<file path="config.mk">
export PLATFORM = sky130hd
export DESIGN_NAME = aclint_memory_flat
export DESIGN_NICKNAME = d
export VERILOG_FILES = /design/src/rtl/aclint_memory_if.sv /design/src/rtl/aclint_memory.sv /design/src/flat_wrapper.sv
export SDC_FILE = /design/constraint.sdc
export NUM_CORES = 1
export LEC_CHECK = 0
export CAP_MARGIN = 5
export CORE_MARGIN = 3
export CORE_UTILIZATION = 52
export CTS_CLUSTER_SIZE = 8
export DETAILED_ROUTE_END_ITERATION = 10
export PLACE_DENSITY = 0.79
export SLEW_MARGIN = 20
export SYNTH_ARGS = -nofsm -noshare
export SYNTH_HDL_FRONTEND = slang
export SYNTH_SLANG_ARGS = --single-unit
</file>
<file path="constraint.sdc">
create_clock -name clk -period 4 [get_ports clk]
set_input_delay 0.8 -clock clk [delete_from_list [all_inputs] [get_ports clk]]
set_output_delay 0.8 -clock clk [all_outputs]
set_load 0.02 [all_outputs]
</file>
<file path="src/rtl/aclint_memory_if.sv">
// Data-bus request/response channel between the core and the ACLINT.
interface aclint_memory_if;
    logic        req_valid;
    logic        req_ready;
    logic [63:0] req_addr;
    logic        req_wen;
    logic [63:0] req_wdata;
    logic [7:0]  req_wmask;
    logic        resp_valid;
    logic [63:0] resp_rdata;

    modport master (
        output req_valid, req_addr, req_wen, req_wdata, req_wmask,
        input  req_ready, resp_valid, resp_rdata
    );

    modport slave (
        input  req_valid, req_addr, req_wen, req_wdata, req_wmask,
        output req_ready, resp_valid, resp_rdata
    );
endinterface

</file>
<file path="src/rtl/aclint_memory.sv">
// Single-hart ACLINT: MSWI (msip) and MTIMER (mtime, mtimecmp) behind the data bus.
module aclint_memory #(
    parameter logic [63:0] BASE_ADDR   = 64'h0000_0000_0200_0000,
    parameter int unsigned TICK_DIV    = 1,
    parameter logic [63:0] MTIME_RESET = 64'h0
) (
    input  logic             clk,
    input  logic             rst,
    aclint_memory_if.slave   bus,
    output logic             mtip,
    output logic             msip,
    output logic [63:0]      mtime
);
    // Word indices (offset[15:3]) of the mapped registers.
    localparam logic [12:0] OffMsip     = 13'h0000;
    localparam logic [12:0] OffMtimecmp = 13'h0800;
    localparam logic [12:0] OffMtime    = 13'h17FF;
    localparam logic [31:0] TickLast    = 32'(TICK_DIV - 1);

    logic [63:0] mtime_q, mtime_d;
    logic [63:0] mtimecmp_q, mtimecmp_d;
    logic        msip_q, msip_d;
    logic [31:0] presc_q, presc_d;
    logic        resp_valid_q, resp_valid_d;
    logic [63:0] resp_rdata_q, resp_rdata_d;

    logic [63:0] offset;
    logic [12:0] word;
    logic [63:0] mask64;
    logic [63:0] rdata_sel;
    logic        accept;
    logic        do_write;
    logic        unused_offset;

    // The window is 64 KiB aligned, so only offset[15:3] selects a register.
    assign offset        = bus.req_addr - BASE_ADDR;
    assign word          = offset[15:3];
    assign unused_offset = ^{offset[63:16], offset[2:0]};

    assign bus.req_ready = rst;
    assign accept        = bus.req_valid & bus.req_ready;
    // A write with an all-zero mask is a pure no-op apart from its response.
    assign do_write      = accept & bus.req_wen & (|bus.req_wmask);

    // Expand byte enables to a bit mask.
    always_comb begin
        mask64 = '0;
        for (int b = 0; b < 8; b++) begin
            mask64[8*b +: 8] = {8{bus.req_wmask[b]}};
        end
    end

    // Read mux: current (pre-write) register value at the addressed word.
    always_comb begin
        rdata_sel = '0;
        case (word)
            OffMsip:     rdata_sel = {63'b0, msip_q};
            OffMtimecmp: rdata_sel = mtimecmp_q;
            OffMtime:    rdata_sel = mtime_q;
            default:     rdata_sel = '0;
        endcase
    end

    // Next-state: prescaler/mtime tick, byte-merged writes, registered response.
    always_comb begin
        presc_d      = (presc_q == TickLast) ? 32'd0 : presc_q + 32'd1;
        mtime_d      = (presc_q == TickLast) ? mtime_q + 64'd1 : mtime_q;
        mtimecmp_d   = mtimecmp_q;
        msip_d       = msip_q;
        resp_valid_d = accept;
        resp_rdata_d = (accept && !bus.req_wen) ? rdata_sel : 64'd0;
        if (do_write) begin
            case (word)
                OffMsip: begin
                    if (bus.req_wmask[0]) msip_d = bus.req_wdata[0];
                end
                OffMtimecmp: begin
                    mtimecmp_d = (mtimecmp_q & ~mask64) | (bus.req_wdata & mask64);
                end
                OffMtime: begin
                    // Software write wins over a coincident tick and restarts the period.
                    mtime_d = (mtime_q & ~mask64) | (bus.req_wdata & mask64);
                    presc_d = 32'd0;
                end
                default: ;
            endcase
        end
    end

    // State registers with asynchronous active-low reset.
    always_ff @(posedge clk or negedge rst) begin
        if (!rst) begin
            mtime_q      <= MTIME_RESET;
            mtimecmp_q   <= '1;
            msip_q       <= 1'b0;
            presc_q      <= '0;
            resp_valid_q <= 1'b0;
            resp_rdata_q <= '0;
        end else begin
            mtime_q      <= mtime_d;
            mtimecmp_q   <= mtimecmp_d;
            msip_q       <= msip_d;
            presc_q      <= presc_d;
            resp_valid_q <= resp_valid_d;
            resp_rdata_q <= resp_rdata_d;
        end
    end

    assign bus.resp_valid = resp_valid_q;
    assign bus.resp_rdata = resp_rdata_q;
    assign mtip           = (mtime_q >= mtimecmp_q);
    assign msip           = msip_q;
    assign mtime          = mtime_q;
endmodule

</file>
<file path="src/flat_wrapper.sv">
// flat-port wrapper written by rule: the top's interface ports become plain ports
module aclint_memory_flat 
#(
    parameter logic [63:0] BASE_ADDR   = 64'h0000_0000_0200_0000,
    parameter int unsigned TICK_DIV    = 1,
    parameter logic [63:0] MTIME_RESET = 64'h0
)
  (clk, rst, mtip, msip, mtime, bus_req_valid, bus_req_addr, bus_req_wen, bus_req_wdata, bus_req_wmask, bus_req_ready, bus_resp_valid, bus_resp_rdata);
  aclint_memory_if bus_i ();
  input  logic clk;
  input  logic rst;
  output logic mtip;
  output logic msip;
  output logic [63:0] mtime;
  input wire logic [$bits(bus_i.req_valid)-1:0] bus_req_valid;
  input wire logic [$bits(bus_i.req_addr)-1:0] bus_req_addr;
  input wire logic [$bits(bus_i.req_wen)-1:0] bus_req_wen;
  input wire logic [$bits(bus_i.req_wdata)-1:0] bus_req_wdata;
  input wire logic [$bits(bus_i.req_wmask)-1:0] bus_req_wmask;
  output wire logic [$bits(bus_i.req_ready)-1:0] bus_req_ready;
  output wire logic [$bits(bus_i.resp_valid)-1:0] bus_resp_valid;
  output wire logic [$bits(bus_i.resp_rdata)-1:0] bus_resp_rdata;
  assign bus_i.req_valid = bus_req_valid;
  assign bus_i.req_addr = bus_req_addr;
  assign bus_i.req_wen = bus_req_wen;
  assign bus_i.req_wdata = bus_req_wdata;
  assign bus_i.req_wmask = bus_req_wmask;
  assign bus_req_ready = bus_i.req_ready;
  assign bus_resp_valid = bus_i.resp_valid;
  assign bus_resp_rdata = bus_i.resp_rdata;
  aclint_memory #(.BASE_ADDR(BASE_ADDR), .TICK_DIV(TICK_DIV), .MTIME_RESET(MTIME_RESET)) u_core (.clk(clk), .rst(rst), .bus(bus_i), .mtip(mtip), .msip(msip), .mtime(mtime));
endmodule
</file>
# After elaboration in Yosys (flattened, before gate mapping)
# Cells that the tools add are included.
# op_classes
add_sub_neg	3
n_eq_ne	2
n_reduce_logical	7
n_lt_le_gt_ge	1
bitwise_logic	9
n_mux	8
# ops
operator	n
64-bit two-way mux	4
64-bit AND	3
64-bit case mux with 3 select lines	1
64-bit bitwise OR	2
32-bit two-way mux	3
64-bit by 1-bit adder with 64-bit output (second input constant)	1
64-bit greater-or-equal comparator	1
64-bit NOT	1
32-bit by 1-bit adder with 32-bit output (second input constant)	1
32-bit logical NOT	1
16-bit by 1-bit subtractor with 16-bit output (second input constant)	1
13-bit by 12-bit == test with 1-bit output (second input constant)	1
13-bit == test (second input constant)	1
13-bit logical NOT	1
8-bit OR reduction	1
1-bit AND	3
3-bit AND reduction	1
2-bit AND reduction	1
1-bit logical AND	1
1-bit logical NOT	1
# totals
register_bits	226

# Logic depth before layout (Yosys ltp)
# depth
ltp_word	5
ltp_mapped	11

# Worst setup path before layout
# OpenSTA, ideal clock, no wires.
# synth_timing
path_kind	register to output
from	reg with a tool-made name
to	out mtip
t_required_ps	3200
t_arrival_ps	2052
stages_incl_launch_ff	10
setup_slack_ps	1148
n_path_buf	0
path_cell_list	dfstp_2 inv_1 ha_1 a21oi_1 o21ai_0 a221oi_1 nor2_1 nor4_1 o311ai_0 a31o_2
# synth_lines
element	line_no	rtl
end: declaration	flat_wrapper.sv:12	output logic mtip;

==> summary.md <==
| Metric | Value |
|---|---|
| DRT Pass-1 Iters | `5` |
| Async set or reset register ratio after synthesis | `between 90% and 100%` |
| Vias in the first global route | `11700` |
| Synth warnings | `0` |
| DRC Markers | `0` |
| Nets | `between 1500 and 2000` |
| Chip width | `between 150 and 200 µm` |
| Syn nets | `between 1000 and 1500` |
| Synth-to-layout area growth | `32.0%` |
| Final period util | `between 90% and 100%` |
| First-pass GRT wire length | `just over 60000 µm` |
| Worst EP arrival | `approximately 3.0 ns` |
| Fin Setup TNS | `0 ns` |
| Gpl congestion | `between 0.9 and 1` |
| Avg WL per Cell | `~20 µm` |
| Final min period | `around 3.8 ns` |
| Worst slew margin | `a little under half` |
| Grt ovf | `0` |
| Multiplexer share of the synthesized area | `6.29%` |
| Peak VDD IR | `around 0.00033 V` |
| Core area | `approximately 23000 µm²` |
| Crit end category | `output pin` |
| Num rows | `55` |
| Cell area after synthesis | `~12000 µm²` |
| Detail Route Antenna Nets | `0` |
| Synth Area in Simple Gates | `about a fifth` |
| Pleak | `between 6 and 7 nW` |
| Ranking of synthesized cells by area | `dfrtp_1 (33%), dfstp_2 (14%), ha_1 (6.7%), mux2_2 (6.0%), nor2_1 (5.1%)` |
| CTS Buf Count | `34` |
| Post-synth EDFFs | `0` |
| Slew @ Worst Pin | `between 0.8 and 0.9 ns` |
| Ys flop type | `dfrtp_1` |
| Hold WC Path Type | `in -> async` |
| Pwr Density | `approximately 330 nW/µm²` |
| Number of distinct library cells after synthesis | `between 60 and 70` |
| # Max-Cap Violations | `0` |
| Max-slew violation count | `0` |
| Crit Path Class | `reg -> out` |
| Die ar. | `around 26000 µm²` |
| Xor-xnor portion of the synthesized cell area | `~2.6%` |
| Register-to-register path setup slack | `0.82 ns` |
| Skew final | `0.0177 ns` |
| Setup WS post-layout | `between 0.15 and 0.2 ns` |
| Via density | `approximately 6.0` |
| Area leader, netlist | `dfrtp_1` |
| Largest family of logic cells by synthesized area | `simple AND/OR/NAND/NOR gates` |
| Total track usage | `between 20% and 30%` |
| Seq/Total Area, Yosys | `between 40% and 50%` |
| CTS tree | `built` |
| Sink Count | `around 230` |
| Yosys top cell area share | `between 30% and 40%` |
| Status | `completed` |
| CP required | `around 3.2 ns` |
| Final instance area | `between 15000 and 20000 µm²` |
| Most common cell after layout, fill and taps aside | `clkdlybuf4s50_1` |
| Largest net degree at the start of global routing | `120` |
| # diodes | `0` |
| Number of failing hold endpoints at the final stage | `0` |
| Clock latency on the worst-skew pair | `0.51 ns` |
| Post-CTS Hold Fix Bufs | `0` |
| Iteration-0 DRC Markers | `~900` |
| Post-synthesis area per instance | `roughly 9.6 µm²` |
| H-tree Lvls | `2` |
| Fraction of layout cells with a size suffix above 1 | `~18%` |
| RSZ-0062 raised after global routing | `false` |
| Yosys reg bits | `around 230` |
| Final HPWL DP | `approximately 28000 µm` |
| Most frequent cells in the layout | `clkdlybuf4s50_1 (218), nor2_1 (169), dfrtp_1 (162), nand2_1 (86), inv_1 (84)` |
| Antenna violations before repair | `1` |
| Clock transition at the registers of the reported paths | `approximately 0.050 ns` |
| Fmax | `around 0.26 GHz` |
| Ports | `272` |
| Die Ht | `approximately 160 µm` |
| CP Max Fanout | `3` |
| Post-DP Area | `approximately 15000 µm²` |
| Worst setup SP type | `flip-flop` |
| Port bufs | `between 200 and 250` |
| Final core utilization | `between 70% and 80%` |
| Total wire length | `approximately 38000 µm` |
| Post-place setup slack | `approximately 0.11 ns` |
| Synth Area in Compound Gates | `between 10 and 15%` |
| Post-Syn Instances | `1291` |
| Setup Viol. Count Final | `0` |
| Adder-Cell Fraction of Synth Area | `approximately 6.7%` |
| Worst-case clock buffer depth | `3` |
| Vias | `11400` |
| Initial Util | `~54%` |
| CTS Root Cell | `clkbuf_16` |
==> logic make-up (layout without fill, tap and decap cells) <==
kind of cell             after synthesis  after routing
multiplexers                          70             70
AO/OA/AOI/OAI                        258            258
XOR/XNOR                              37             37
AND/OR/NAND/NOR                      492            492
flip-flops                           226            226
buffers and inverters                141            437
adder cells (fa/ha/maj)               67             67
==> metrics by stage <==
step	std cells	power (mW)	hold WS, ns
3_5_place_dp	1841	2.79	0.534
3_3_place_gp	1841	2.78	0.522
2_1_floorplan	1291	2.51	0.494
5_1_grt	1900	5.63	0.486
6_report	1900	5.46	0.375
4_1_cts	1900	5.48	0.474
==> routing by layer <==
| metal | global-route usage, % | routed length [µm] |
|---|---|---|
| met5 | 0 | 34 |
| met4 | 11.2 | 1350 |
| met3 | 6.68 | 3400 |
| met2 | 49.5 | 18500 |
| met1 | 36.2 | 14900 |
==> layout make-up <==
class	count	area, µm²
Fill cell	1707	6620
Multi-Input combinational cell	924	6190
Inverter	84	315
Clock buffer	58	1000
Sequential cell	226	5740
Timing Repair Buffer	294	2780
Tap cell	313	392
Clock inverter	1	5.00
==> cell usage after synthesis, types with 34 or more instances <==
library cell / number
a21oi_1: 62
a22oi_1: 64
clkbuf_1: 40
dfrtp_1: 162
dfstp_2: 64
ha_1: 67
inv_1: 84
mux2_2: 66
nand2_1: 87
nand3_1: 53
nand4_1: 34
nor2_1: 169
o21ai_0: 35
==> critical path, stage by stage (launching register included) <==
cell	delay (ns)
dfstp_2	0.54
inv_1	0.05
ha_1	0.31
a21oi_1	0.09
o211ai_1	0.16
o2111ai_1	0.15
a211oi_1	0.50
nor4_1	0.09
o311ai_0	0.12
buf_4	0.19
a31o_2	0.15
clkbuf_2	0.16
==> repair_timing <==
action / CTS / global route
cloned: 0 / 0
buffers inserted: 0 / 0
resized for setup: 8 / 3
endpoints found under the setup margin: 1 / 1
pin swaps: 3 / 1
==> where the power goes <==
group          switching (mW)  internal, mW
Clock                    1.01          1.69
Combinational           0.218         0.196
Sequential             0.0262          2.32
Total                    1.25          4.20
==> worst paths after layout <==
path	from	endpoint	cells past startpoint
min in group clk	u_core.msip$_DFFE_PN0P_	u_core.msip$_DFFE_PN0P_	1
min reg2reg	u_core.msip$_DFFE_PN0P_	u_core.msip$_DFFE_PN0P_	1
max reg2reg	u_core.presc_q[0]$_DFF_PN0_	flip-flop	9
min	rst	u_core.bus.resp_rdata[21]$_DFF_PN0_	2
max in group asynchronous	rst	asynchronous set/reset pin	3
max	flip-flop	mtip	11
Power figures use the tool's default switching activity.
